--- src/rtl/pic_rom_arbiter.sv ---
// Two-requester picture-ROM arbiter: VGA has priority over AUX, with a fixed
// 3-cycle read pipeline. Define PIC_ROM_ARB_STARVE_EN to bound AUX starvation.
module pic_rom_arbiter #(
    parameter int STARVE_MAX = 15
) (
    input  logic        vgaclk,
    input  logic        reset,
    input  logic        vga_req,
    input  logic        aux_req,
    input  logic [7:0]  vga_addr,
    input  logic [7:0]  aux_addr,
    input  logic [3:0]  vga_index,
    input  logic [3:0]  aux_index,
    input  logic        vga_inv,
    input  logic        aux_inv,
    output logic [7:0]  rom_addr,
    output logic [3:0]  rom_index,
    output logic        rom_inv,
    input  logic [11:0] rom_data,
    output logic        vga_gnt,
    output logic        aux_gnt,
    output logic        vga_valid,
    output logic        aux_valid,
    output logic [11:0] rd_data
);

    typedef enum logic [1:0] {
        IDLE    = 2'd0,
        GNT_VGA = 2'd1,
        GNT_AUX = 2'd2
    } state_t;

    state_t      r_state;
    state_t      w_next;
    logic        w_aux_forced;

    logic [7:0]  r_rom_addr;
    logic [3:0]  r_rom_index;
    logic        r_rom_inv;
    logic        r_vld_vga_p1;
    logic        r_vld_aux_p1;
    logic        r_vld_vga_p2;
    logic        r_vld_aux_p2;
    logic [11:0] r_rd_data_p2;

`ifdef PIC_ROM_ARB_STARVE_EN
    localparam logic [3:0] LP_STARVE_MAX = 4'(STARVE_MAX);

    logic [3:0] r_aux_wait;

    assign w_aux_forced = aux_req && (r_aux_wait == LP_STARVE_MAX);

    // Counts consecutive VGA wins while AUX waits; saturates instead of wrapping.
    always_ff @(posedge vgaclk) begin
        if (reset) begin
            r_aux_wait <= 4'd0;
        end else if (aux_req && (w_next == GNT_VGA)) begin
            if (r_aux_wait != LP_STARVE_MAX)
                r_aux_wait <= r_aux_wait + 4'd1;
        end else begin
            r_aux_wait <= 4'd0;
        end
    end
`else
    assign w_aux_forced = 1'b0;
`endif

    always_comb begin
        w_next = IDLE;
        if (w_aux_forced)
            w_next = GNT_AUX;
        else if (vga_req)
            w_next = GNT_VGA;
        else if (aux_req)
            w_next = GNT_AUX;
    end

    always_ff @(posedge vgaclk) begin
        if (reset) begin
            r_state      <= IDLE;
            r_rom_addr   <= 8'd0;
            r_rom_index  <= 4'd0;
            r_rom_inv    <= 1'b0;
            r_vld_vga_p1 <= 1'b0;
            r_vld_aux_p1 <= 1'b0;
            r_vld_vga_p2 <= 1'b0;
            r_vld_aux_p2 <= 1'b0;
            r_rd_data_p2 <= 12'd0;
        end else begin
            // p0: grant decision and ROM address launch
            r_state <= w_next;
            case (w_next)
                GNT_VGA: begin
                    r_rom_addr  <= vga_addr;
                    r_rom_index <= vga_index;
                    r_rom_inv   <= vga_inv;
                end
                GNT_AUX: begin
                    r_rom_addr  <= aux_addr;
                    r_rom_index <= aux_index;
                    r_rom_inv   <= aux_inv;
                end
                default: ;
            endcase

            // p1: owner tag travels while the ROM produces data
            r_vld_vga_p1 <= (r_state == GNT_VGA);
            r_vld_aux_p1 <= (r_state == GNT_AUX);

            // p2: capture ROM data for its owner; idle slots leave rd_data alone
            r_vld_vga_p2 <= r_vld_vga_p1;
            r_vld_aux_p2 <= r_vld_aux_p1;
            if (r_vld_vga_p1 || r_vld_aux_p1)
                r_rd_data_p2 <= rom_data;
        end
    end

    assign vga_gnt   = (r_state == GNT_VGA);
    assign aux_gnt   = (r_state == GNT_AUX);
    assign rom_addr  = r_rom_addr;
    assign rom_index = r_rom_index;
    assign rom_inv   = r_rom_inv;
    assign vga_valid = r_vld_vga_p2;
    assign aux_valid = r_vld_aux_p2;
    assign rd_data   = r_rd_data_p2;

endmodule
--- config.mk ---
export PLATFORM = sky130hd
export DESIGN_NAME = pic_rom_arbiter
export DESIGN_NICKNAME = d
export VERILOG_FILES = /design/src/rtl/pic_rom_arbiter.sv
export SDC_FILE = /design/constraint.sdc
export NUM_CORES = 1
export LEC_CHECK = 0
export ABC_CLOCK_PERIOD_IN_PS = 2400
export CORE_UTILIZATION = 41
export DETAILED_ROUTE_END_ITERATION = 10
export GPL_TIMING_DRIVEN = 0
export PLACE_DENSITY = 0.82
export SLEW_MARGIN = 20
export SYNTH_ARGS = -nofsm -noshare
export SYNTH_HDL_FRONTEND = slang
export SYNTH_SLANG_ARGS = --single-unit
export TNS_END_PERCENT = 100
--- constraint.sdc ---
create_clock -name vgaclk -period 2.4 [get_ports vgaclk]
set_input_delay 0.48 -clock vgaclk [delete_from_list [all_inputs] [get_ports vgaclk]]
set_output_delay 0.48 -clock vgaclk [all_outputs]
set_load 0.005 [all_outputs]
# Word-level counts from Yosys, hierarchy flattened
# Index checks and enable logic that the tools add are counted.
# word_totals
latch_bits	0
wordCells	20
input_bits	42
regBits	31
romBits	0
ramBits	0
out_inout_bits	29
memories	0
# classes
n_div	0
shifts	0
n_eq_ne	4
mul	0
n_reduce_logical	2
n_mux	5
bitwise_logic	0
n_addsub	0
magnitude_cmp	0
# ops
cell	count
one-hot mux 8 bit (2 select lines)	1
one-hot mux 4 bit (2 select lines)	1
== test 2 x 1 -> 1 bit, second input constant	2
== test 2 bit, second input constant	2
two-way mux 2 bit	2
one-hot mux 1 bit (2 select lines)	1
nonzero test 2 bit	1
logical OR 1 bit	1

# Logic depth before layout (Yosys ltp)
# Gate-level depths: netlist (run 1).
# logic_depth
word_depth	4
depth_mapped	4
depth_no_buf	2

# Least setup slack after synthesis (run 1)
# OpenSTA, ideal clock, no wires.
# synth_timing
path_kind	input to register
from	input port aux_req
to	register r_rom_addr[2] (netlist: rom_addr[2])
slack_ns	1.247
arrival_ns	1.068
path_buffers	2
path_stages	4
setup_ns	0.086
cell_sequence	buf_4 buf_8 mux2i_1 a211oi_1
# synth_between
elab_chain_len	4
word_cells_on_any_way	6
cone_classes	eq/ne: 2; mux: 3; reduce/logical: 1
# synth_rtl
item	line	rtl
from (decl)	9	input logic aux_req,
two-way mux 2 bit (*)	74	else if (aux_req)
two-way mux 2 bit (*)	72	else if (vga_req)
== test 2 bit or == test 2 x 1 -> 1 bit (tied branches)	92	case (w_next)
one-hot mux 8 bit (2 select lines) or nonzero test 2 bit (tied branches)	n/a	
to (signal assigned)	94	r_rom_addr <= vga_addr;
to (signal assigned)	99	r_rom_addr <= aux_addr;
to (decl)	37	logic [7:0] r_rom_addr;
# Every way passes the cells marked *; elsewhere a longest branch is shown, timed or not.
# A chain may end at the register's enable or synchronous reset.

# Worst setup path after layout (run 1)
# layout_timing
from	register r_state[0]
to	output port vga_gnt
# layout_between
elab_chain_len	1
# layout_rtl
item	line	rtl
from (decl)	33	state_t r_state;
from (signal assigned)	91	r_state <= w_next;
== test 2 x 1 -> 1 bit	118	assign vga_gnt = (r_state == GNT_VGA);
to (decl)	20	output logic vga_gnt,
# Every way passes these cells.

==> results of run 1 <==
==> power groups by stage <==
stage	Sequential (mW)	Clock (mW)	Combinational (mW)
final	0.559	0.424	0.209
after global placement	0.569	0	0.205
after floorplan	0.570	0	0.0723
after CTS	0.559	0.433	0.211
after detailed placement	0.569	0	0.210
after global routing	0.563	0.462	0.224
==> registers in the layout, indices dropped and copies added, names as in the netlist <==
signal,flops
rd_data,12
rom_addr,8
rom_index,4
r_state,2
aux_valid,1
r_vld_aux_p1,1
r_vld_vga_p1,1
rom_inv,1
vga_valid,1
==> cell families (layout without fill, tap and decap cells) <==
kind of cell	after synthesis	in the layout	share of synthesized area
DFF	31	31	0.486
AOI/OAI and AO/OA	37	37	0.170
muxes	13	13	0.102
buffers and inverters	12	89	0.0578
and+or+nand+nor	33	33	0.184
==> layer usage <==
layer / vias up / share of wire
met5: - / 0
met4: 0 / 0.015
met3: 6 / 0.097
met2: 54 / 0.46
met1: 545 / 0.43
li1: 604 / -
==> cell usage after synthesis <==
cell	instances	share of area
sky130_fd_sc_hd__dfxtp_1	31	0.49
sky130_fd_sc_hd__nor2b_1	19	0.093
sky130_fd_sc_hd__a211oi_1	13	0.076
sky130_fd_sc_hd__mux2i_1	13	0.10
sky130_fd_sc_hd__a21oi_1	12	0.047
sky130_fd_sc_hd__or3b_1	12	0.082
sky130_fd_sc_hd__o21ai_0	7	0.027
sky130_fd_sc_hd__o21ai_1	5	0.020
sky130_fd_sc_hd__clkbuf_1	3	0.0088
sky130_fd_sc_hd__buf_1	2	0.0059
sky130_fd_sc_hd__buf_2	2	0.0078
sky130_fd_sc_hd__buf_4	2	0.012
sky130_fd_sc_hd__buf_6	1	0.0088
sky130_fd_sc_hd__buf_8	1	0.012
sky130_fd_sc_hd__inv_1	1	0.0029
sky130_fd_sc_hd__nor2_1	1	0.0029
sky130_fd_sc_hd__nor3b_1	1	0.0059
==> worst register-to-register path: cells and delay by family (launching register included) <==
kind / cells / cell delay, ns
AOI/OAI and AO/OA: 1 / 0.17
buffers and inverters: 1 / 0.18
DFF: 1 / 0.36
and+or+nand+nor: 1 / 0.36
==> path summary, 6_finish.rpt <==
| path | startpoint | end | slack, ns | depth (start not counted) |
|---|---|---|---|---|
| worst max-delay path | r_state[0]$_SDFF_PP0_ | vga_gnt | 0.55 | 2 |
| worst min-delay path | r_state[1]$_SDFF_PP0_ | r_vld_vga_p1$_SDFF_PP0_ | 0.53 | 2 |
| worst max register to register | r_vld_vga_p1$_SDFF_PP0_ | rd_data[7]$_SDFFE_PP0P_ | 1.24 | 3 |
| worst min register to register | r_state[1]$_SDFF_PP0_ | r_vld_vga_p1$_SDFF_PP0_ | 0.53 | 2 |
==> layout make-up <==
cell class	instances	area [sq um]	area share
Buffer	11	70.1	0.0335
Clock buffer	6	51.3	0.0245
Clock inverter	2	35.0	0.0167
Inverter	1	3.75	0.00179
Multi-Input combinational cell	83	583	0.279
Sequential cell	31	621	0.296
Tap cell	31	38.8	0.0185
Timing Repair Buffer	69	691	0.330
==> run_summary.xml, run 1 <==
<?xml version="1.0" encoding="UTF-8"?>
<metrics>
  <group name="cts">
    <metric name="clk_transition_reported_paths" unit="ns">0.10</metric>
    <metric name="cts-hold-fix-buffers" unit="">0</metric>
    <metric name="postCtsResizedCells" unit="">0</metric>
    <metric name="cts_tree" unit="">done</metric>
    <metric name="h_tree_lvl_count" unit="">2</metric>
    <metric name="clk-insertion-delay-late" unit="ns">0.33</metric>
    <metric name="cts_root_buf" unit="">sky130_fd_sc_hd__clkbuf_4</metric>
    <metric name="maximum_buffer_depth_of_the_clock_tree" unit="">2</metric>
    <metric name="cts_setup_buffers" unit="">0</metric>
    <metric name="clkSinkCount" unit="">31</metric>
    <metric name="cts_buffers" unit="">5</metric>
  </group>
  <group name="synth">
    <metric name="flip_flop_and_latch_count_after_synthesis" unit="">31</metric>
    <metric name="syn_area" unit="sq um">1280</metric>
    <metric name="synth_warnings" unit="">0</metric>
    <metric name="synth.avg_cell_area" unit="sq um">10.1</metric>
    <metric name="syn_nets" unit="">168</metric>
    <metric name="cell_count_after_synthesis" unit="">126</metric>
    <metric name="yosysSeqAreaShare" unit="">0.486</metric>
    <metric name="synth.distinct_cells" unit="">17</metric>
  </group>
  <group name="place">
    <metric name="place_inst" unit="">226</metric>
    <metric name="area_of_placed_instances" unit="sq um">2010</metric>
    <metric name="dp_slack" unit="ns">0.613</metric>
    <metric name="buffer_ports.inserted" unit="">69</metric>
    <metric name="place.detailed.hpwl" unit="microns">2420</metric>
    <metric name="place_congestion" unit="">0.753</metric>
  </group>
  <group name="routing">
    <metric name="drt_drc_violations_left" unit="">5</metric>
    <metric name="route.antenna.remaining_nets" unit="">0</metric>
    <metric name="detailedRoute.firstIterationViolations" unit="">43</metric>
    <metric name="viasPerCell" unit="">5.17</metric>
    <metric name="drt_wl_total" unit="microns">3220</metric>
    <metric name="dr_total_vias" unit="">1209</metric>
    <metric name="routed_length_per_instance" unit="microns">13.8</metric>
    <metric name="drt_pass1_iterations" unit="">7</metric>
  </group>
  <group name="worst_setup_path">
    <metric name="cp.arrival" unit="ns">1.37</metric>
    <metric name="crit_required" unit="ns">1.92</metric>
    <metric name="worst_setup_path_start_kind" unit="">flop</metric>
    <metric name="worst-path-max-fanout" unit="">2</metric>
    <metric name="worst_path_max_delay_cell" unit="">sky130_fd_sc_hd__clkdlybuf4s50_1</metric>
    <metric name="crit_family" unit="">buffers and inverters</metric>
    <metric name="timing_worst_setup_path_type" unit="">reg2out</metric>
    <metric name="cp_cell_sequence" unit="">nor2b_1 &gt; clkdlybuf4s50_1</metric>
    <metric name="critical-path-max-stage-delay" unit="ns">0.55</metric>
    <metric name="critPathCaptureType" unit="">primary output</metric>
    <metric name="combined_buffer_and_inverter_count_along_the_critical_path" unit="">1</metric>
  </group>
  <group name="grt">
    <metric name="grt_antenna_before_repair" unit="">0</metric>
    <metric name="first_global_vias" unit="">1171</metric>
    <metric name="grt-busiest-layer" unit="">met2</metric>
    <metric name="grt_first_pass_wirelength" unit="microns">5080</metric>
    <metric name="globalRouteOverflowTotal" unit="">0</metric>
    <metric name="grt_util_met1" unit="">0.242</metric>
    <metric name="groute.layer.met3.usage" unit="">0.0871</metric>
    <metric name="grt.total_usage" unit="">0.201</metric>
    <metric name="grt_max_degree" unit="">11</metric>
    <metric name="global_route.usage.met2" unit="">0.317</metric>
  </group>
  <group name="sta">
    <metric name="fin_crit_sh" unit="">0.771</metric>
    <metric name="clock_period_minus_final_worst_setup_slack" unit="ns">1.85</metric>
    <metric name="fin_skew" unit="ns">0.00927</metric>
    <metric name="postLayoutSetupSlackWorst" unit="ns">0.549</metric>
    <metric name="grt_setup_unrepaired" unit="">false</metric>
    <metric name="setup_viol_count_final" unit="">0</metric>
    <metric name="finalMaxSlewViolations" unit="">0</metric>
    <metric name="whs" unit="ns">0.534</metric>
    <metric name="fmax" unit="GHz">0.540</metric>
    <metric name="tightestPinTransition" unit="ns">0.454</metric>
    <metric name="number_of_hold_violations_in_the_final_report" unit="">0</metric>
    <metric name="final.setup.tns" unit="ns">0</metric>
    <metric name="remaining_max_slew_budget_at_the_tightest_pin" unit="">0.697</metric>
  </group>
  <group name="floorplan">
    <metric name="ioPinCount" unit="">71</metric>
    <metric name="die_area" unit="sq um">3340</metric>
    <metric name="chip_height" unit="microns">57.8</metric>
    <metric name="std_cell_rows" unit="">19</metric>
    <metric name="die_width" unit="microns">57.8</metric>
    <metric name="initial_core_util" unit="">0.448</metric>
    <metric name="core_region_area" unit="sq um">2850</metric>
  </group>
  <group name="finish">
    <metric name="synthToLayoutAreaGrowth" unit="%">63.9</metric>
    <metric name="highest_count_cells_in_the_layout_ignoring_fill_and_taps" unit="">sky130_fd_sc_hd__clkdlybuf4s50_1, sky130_fd_sc_hd__dfxtp_1, sky130_fd_sc_hd__nor2b_1</metric>
    <metric name="nFillCells" unit="">234</metric>
    <metric name="final_net_count" unit="">244</metric>
    <metric name="layout_commonest_cell" unit="">sky130_fd_sc_hd__clkdlybuf4s50_1</metric>
    <metric name="finish.instance_area" unit="sq um">2090</metric>
    <metric name="post_route_insts_no_fill" unit="">234</metric>
    <metric name="post-route-util" unit="">0.734</metric>
    <metric name="num_antenna_cells" unit="">0</metric>
    <metric name="layout-drive-gt1-share" unit="">0.0690</metric>
  </group>
  <group name="hold_path">
    <metric name="holdCritPathClass" unit="">reg2reg</metric>
  </group>
  <group name="power_and_ir_drop">
    <metric name="p_sw" unit="mW">0.261</metric>
    <metric name="cellPowerDensity" unit="nW/um^2">569</metric>
    <metric name="p_int" unit="mW">0.931</metric>
    <metric name="part_of_the_total_power_dissipated_in_combinational_logic" unit="">0.176</metric>
    <metric name="power.static_leakage" unit="nW">0.790</metric>
    <metric name="p_sw_frac" unit="">0.219</metric>
    <metric name="clkPwrFrac" unit="">0.356</metric>
    <metric name="power.ir.vdd_worst" unit="uV">470</metric>
    <metric name="power.sequential.fraction" unit="">0.469</metric>
    <metric name="total_power" unit="mW">1.19</metric>
  </group>
  <group name="job">
    <metric name="max_cap_violations" unit="">0</metric>
  </group>
  <group name="outcome">
    <metric name="failed_checks" unit="">DRC</metric>
    <metric name="outcome" unit="">finished with violations</metric>
  </group>
</metrics>
(Power assumes the default switching activity.)
==> run 2, diff against run 1 <==
--- a/config.mk
+++ b/config.mk
@@ -5,11 +5,11 @@
 export SDC_FILE = /design/constraint.sdc
 export NUM_CORES = 1
 export LEC_CHECK = 0
-export ABC_CLOCK_PERIOD_IN_PS = 2400
-export CORE_UTILIZATION = 41
+export ABC_CLOCK_PERIOD_IN_PS = 1800
+export CORE_UTILIZATION = 38
 export DETAILED_ROUTE_END_ITERATION = 10
 export GPL_TIMING_DRIVEN = 0
-export PLACE_DENSITY = 0.82
+export PLACE_DENSITY = 0.76
 export SLEW_MARGIN = 20
 export SYNTH_ARGS = -nofsm -noshare
 export SYNTH_HDL_FRONTEND = slang
==> constraint.sdc (replaced) <==
create_clock -name vgaclk -period 1.8 [get_ports vgaclk]
set_input_delay 0.36 -clock vgaclk [delete_from_list [all_inputs] [get_ports vgaclk]]
set_output_delay 0.36 -clock vgaclk [all_outputs]
set_load 0.005 [all_outputs]
==> run_summary.xml, run 2 (synthesized netlist as in run 1, its figures left out) <==
<?xml version="1.0" encoding="UTF-8"?>
<metrics>
  <group name="hold_path">
    <metric name="holdCritPathClass" unit="">in2reg</metric>
    <metric name="hold_end" unit="">rom_addr[0]$_SDFFE_PP0P_</metric>
    <metric name="hp-start" unit="">aux_req</metric>
    <metric name="worst_hold_path.num_cells" unit="">3</metric>
  </group>
  <group name="finish">
    <metric name="layout-drive-gt1-share" unit="">0.0594</metric>
    <metric name="num_antenna_cells" unit="">0</metric>
    <metric name="nFillCells" unit="">257</metric>
    <metric name="largest_register_ffs" unit="">12</metric>
    <metric name="post_route_insts_no_fill" unit="">246</metric>
    <metric name="highest_count_cells_in_the_layout_ignoring_fill_and_taps" unit="">sky130_fd_sc_hd__clkdlybuf4s50_1, sky130_fd_sc_hd__dfxtp_1, sky130_fd_sc_hd__nor2b_1</metric>
    <metric name="synthToLayoutAreaGrowth" unit="%">64.2</metric>
    <metric name="final_net_count" unit="">244</metric>
    <metric name="layout_commonest_cell" unit="">sky130_fd_sc_hd__clkdlybuf4s50_1</metric>
  </group>
  <group name="floorplan">
    <metric name="core_region_area" unit="sq um">3130</metric>
    <metric name="die_area" unit="sq um">3600</metric>
    <metric name="std_cell_rows" unit="">20</metric>
    <metric name="chip_height" unit="microns">60.0</metric>
    <metric name="ioPinCount" unit="">71</metric>
    <metric name="initial_core_util" unit="">0.408</metric>
    <metric name="die_width" unit="microns">60.0</metric>
  </group>
  <group name="worst_setup_path">
    <metric name="crit_required" unit="ns">1.44</metric>
    <metric name="critPathCaptureType" unit="">primary output</metric>
    <metric name="rr_endpoint" unit="">rd_data[9]$_SDFFE_PP0P_</metric>
    <metric name="worst-r2r-setup-slack" unit="ns">0.66</metric>
    <metric name="ff2ff_path_depth" unit="">3</metric>
    <metric name="timing_worst_setup_path_type" unit="">reg2out</metric>
    <metric name="worst_setup_path_start_kind" unit="">flop</metric>
    <metric name="r2r-start" unit="">r_vld_aux_p1$_SDFF_PP0_</metric>
    <metric name="cp.arrival" unit="ns">1.33</metric>
    <metric name="worst-path-max-fanout" unit="">2</metric>
  </group>
  <group name="outcome">
    <metric name="outcome" unit="">finished clean</metric>
  </group>
  <group name="routing">
    <metric name="dr_total_vias" unit="">1199</metric>
    <metric name="drt_pass1_iterations" unit="">4</metric>
    <metric name="route.antenna.remaining_nets" unit="">0</metric>
    <metric name="drt_wl_total" unit="microns">3260</metric>
    <metric name="detailedRoute.firstIterationViolations" unit="">46</metric>
    <metric name="drt_drc_violations_left" unit="">0</metric>
    <metric name="routed_length_per_instance" unit="microns">13.2</metric>
    <metric name="viasPerCell" unit="">4.87</metric>
  </group>
  <group name="place">
    <metric name="place.detailed.hpwl" unit="microns">2500</metric>
    <metric name="buffer_ports.inserted" unit="">69</metric>
    <metric name="place_inst" unit="">239</metric>
    <metric name="place_congestion" unit="">0.763</metric>
  </group>
  <group name="grt">
    <metric name="grt_antenna_before_repair" unit="">0</metric>
    <metric name="grt_first_pass_wirelength" unit="microns">5120</metric>
    <metric name="globalRouteOverflowTotal" unit="">0</metric>
    <metric name="grt.total_usage" unit="">0.198</metric>
    <metric name="grt_max_degree" unit="">11</metric>
    <metric name="first_global_vias" unit="">1192</metric>
  </group>
  <group name="sta">
    <metric name="final.setup.tns" unit="ns">0</metric>
    <metric name="grt_setup_unrepaired" unit="">false</metric>
    <metric name="fin_crit_sh" unit="">0.939</metric>
    <metric name="tightestPinTransition" unit="ns">0.467</metric>
    <metric name="fmax" unit="GHz">0.592</metric>
    <metric name="setup_viol_count_final" unit="">0</metric>
    <metric name="fin_skew" unit="ns">0.0125</metric>
    <metric name="number_of_hold_violations_in_the_final_report" unit="">0</metric>
    <metric name="remaining_max_slew_budget_at_the_tightest_pin" unit="">0.689</metric>
    <metric name="clock_period_minus_final_worst_setup_slack" unit="ns">1.69</metric>
    <metric name="finalMaxSlewViolations" unit="">0</metric>
  </group>
  <group name="cts">
    <metric name="cts_tree" unit="">done</metric>
    <metric name="h_tree_lvl_count" unit="">2</metric>
    <metric name="clk_transition_reported_paths" unit="ns">0.09</metric>
    <metric name="cts_buffers" unit="">5</metric>
    <metric name="cts_root_buf" unit="">sky130_fd_sc_hd__clkbuf_4</metric>
    <metric name="clk-insertion-delay-late" unit="ns">0.33</metric>
    <metric name="maximum_buffer_depth_of_the_clock_tree" unit="">2</metric>
    <metric name="clkSinkCount" unit="">31</metric>
  </group>
  <group name="power_and_ir_drop">
    <metric name="power.static_leakage" unit="nW">0.795</metric>
    <metric name="power.ir.vdd_worst" unit="uV">403</metric>
    <metric name="cellPowerDensity" unit="nW/um^2">731</metric>
  </group>
  <group name="job">
    <metric name="max_cap_violations" unit="">0</metric>
  </group>
</metrics>
## run 2: cell count changes in the layout (fill, tap and decap cells not counted), sizes merged
cell	delta
clkdlybuf4s50	-1
clkinv	-1
dlymetal6s2s	+1
## run 2: metal layers
layer / vias to the layer above / GRT usage / part of all wire
li1: 598 / - / -
met1: 538 / 0.216 / 0.43
met2: 58 / 0.346 / 0.48
met3: 5 / 0.0779 / 0.074
met4: 0 / 0.0698 / 0.013
met5: - / 0 / 0
## run 2: worst max-delay path: stages (launching register included)
cell	delay, ns
sky130_fd_sc_hd__dfxtp_1	0.33
sky130_fd_sc_hd__nor2b_1	0.15
sky130_fd_sc_hd__clkdlybuf4s50_1	0.52
## run 2: through the flow
stage	power, mW	utilization	cell area, sq um	worst slack (ns)	hold slack (ns)
global placement	1.03	0.647	2020	0.140	0.516
CTS	1.55	0.670	2090	0.0613	0.431
global route	1.61	0.670	2100	0.0159	0.429
detailed placement	1.04	0.647	2020	0.126	0.523
finish	1.53	0.670	2100	0.110	0.436
floorplan	0.857	-	1280	0.767	0.432
## run 2: power by group
group | switching, mW | internal, mW | leakage (nW)
Sequential | 0.0203 | 0.724 | 0.255
Combinational | 0.0900 | 0.188 | 0.501
Clock | 0.224 | 0.286 | 0.0383
## run 2: how the worst max path moves through the flow
stage | startpoint | endpoint | slack, ns
after floorplan | aux_req | rom_addr[2]$_SDFFE_PP0P_ | 0.77
after global placement | vga_req | rom_addr[6]$_SDFFE_PP0P_ | 0.14
after detailed placement | vga_req | rom_addr[6]$_SDFFE_PP0P_ | 0.13
after CTS | r_state[0]$_SDFF_PP0_ | vga_gnt | 0.06
after global routing | r_state[1]$_SDFF_PP0_ | aux_gnt | 0.02
final | r_state[1]$_SDFF_PP0_ | aux_gnt | 0.11
## run 2: what timing repair did
action                     in CTS  in global routing
setup endpoints to repair       0                  1
resized for setup               0                  1
setup buffers                   0                  0
hold buffers                    0                  0
## run 2: area by class of cell
type,count,area (sq um),area share
Sequential cell,31,621,0.296
Multi-Input combinational cell,83,583,0.278
Tap cell,44,55.1,0.0263
Clock inverter,1,30.0,0.0143
Timing Repair Buffer,69,693,0.331
Buffer,11,70.1,0.0334
Clock buffer,6,41.3,0.0197
Inverter,1,3.75,0.00179
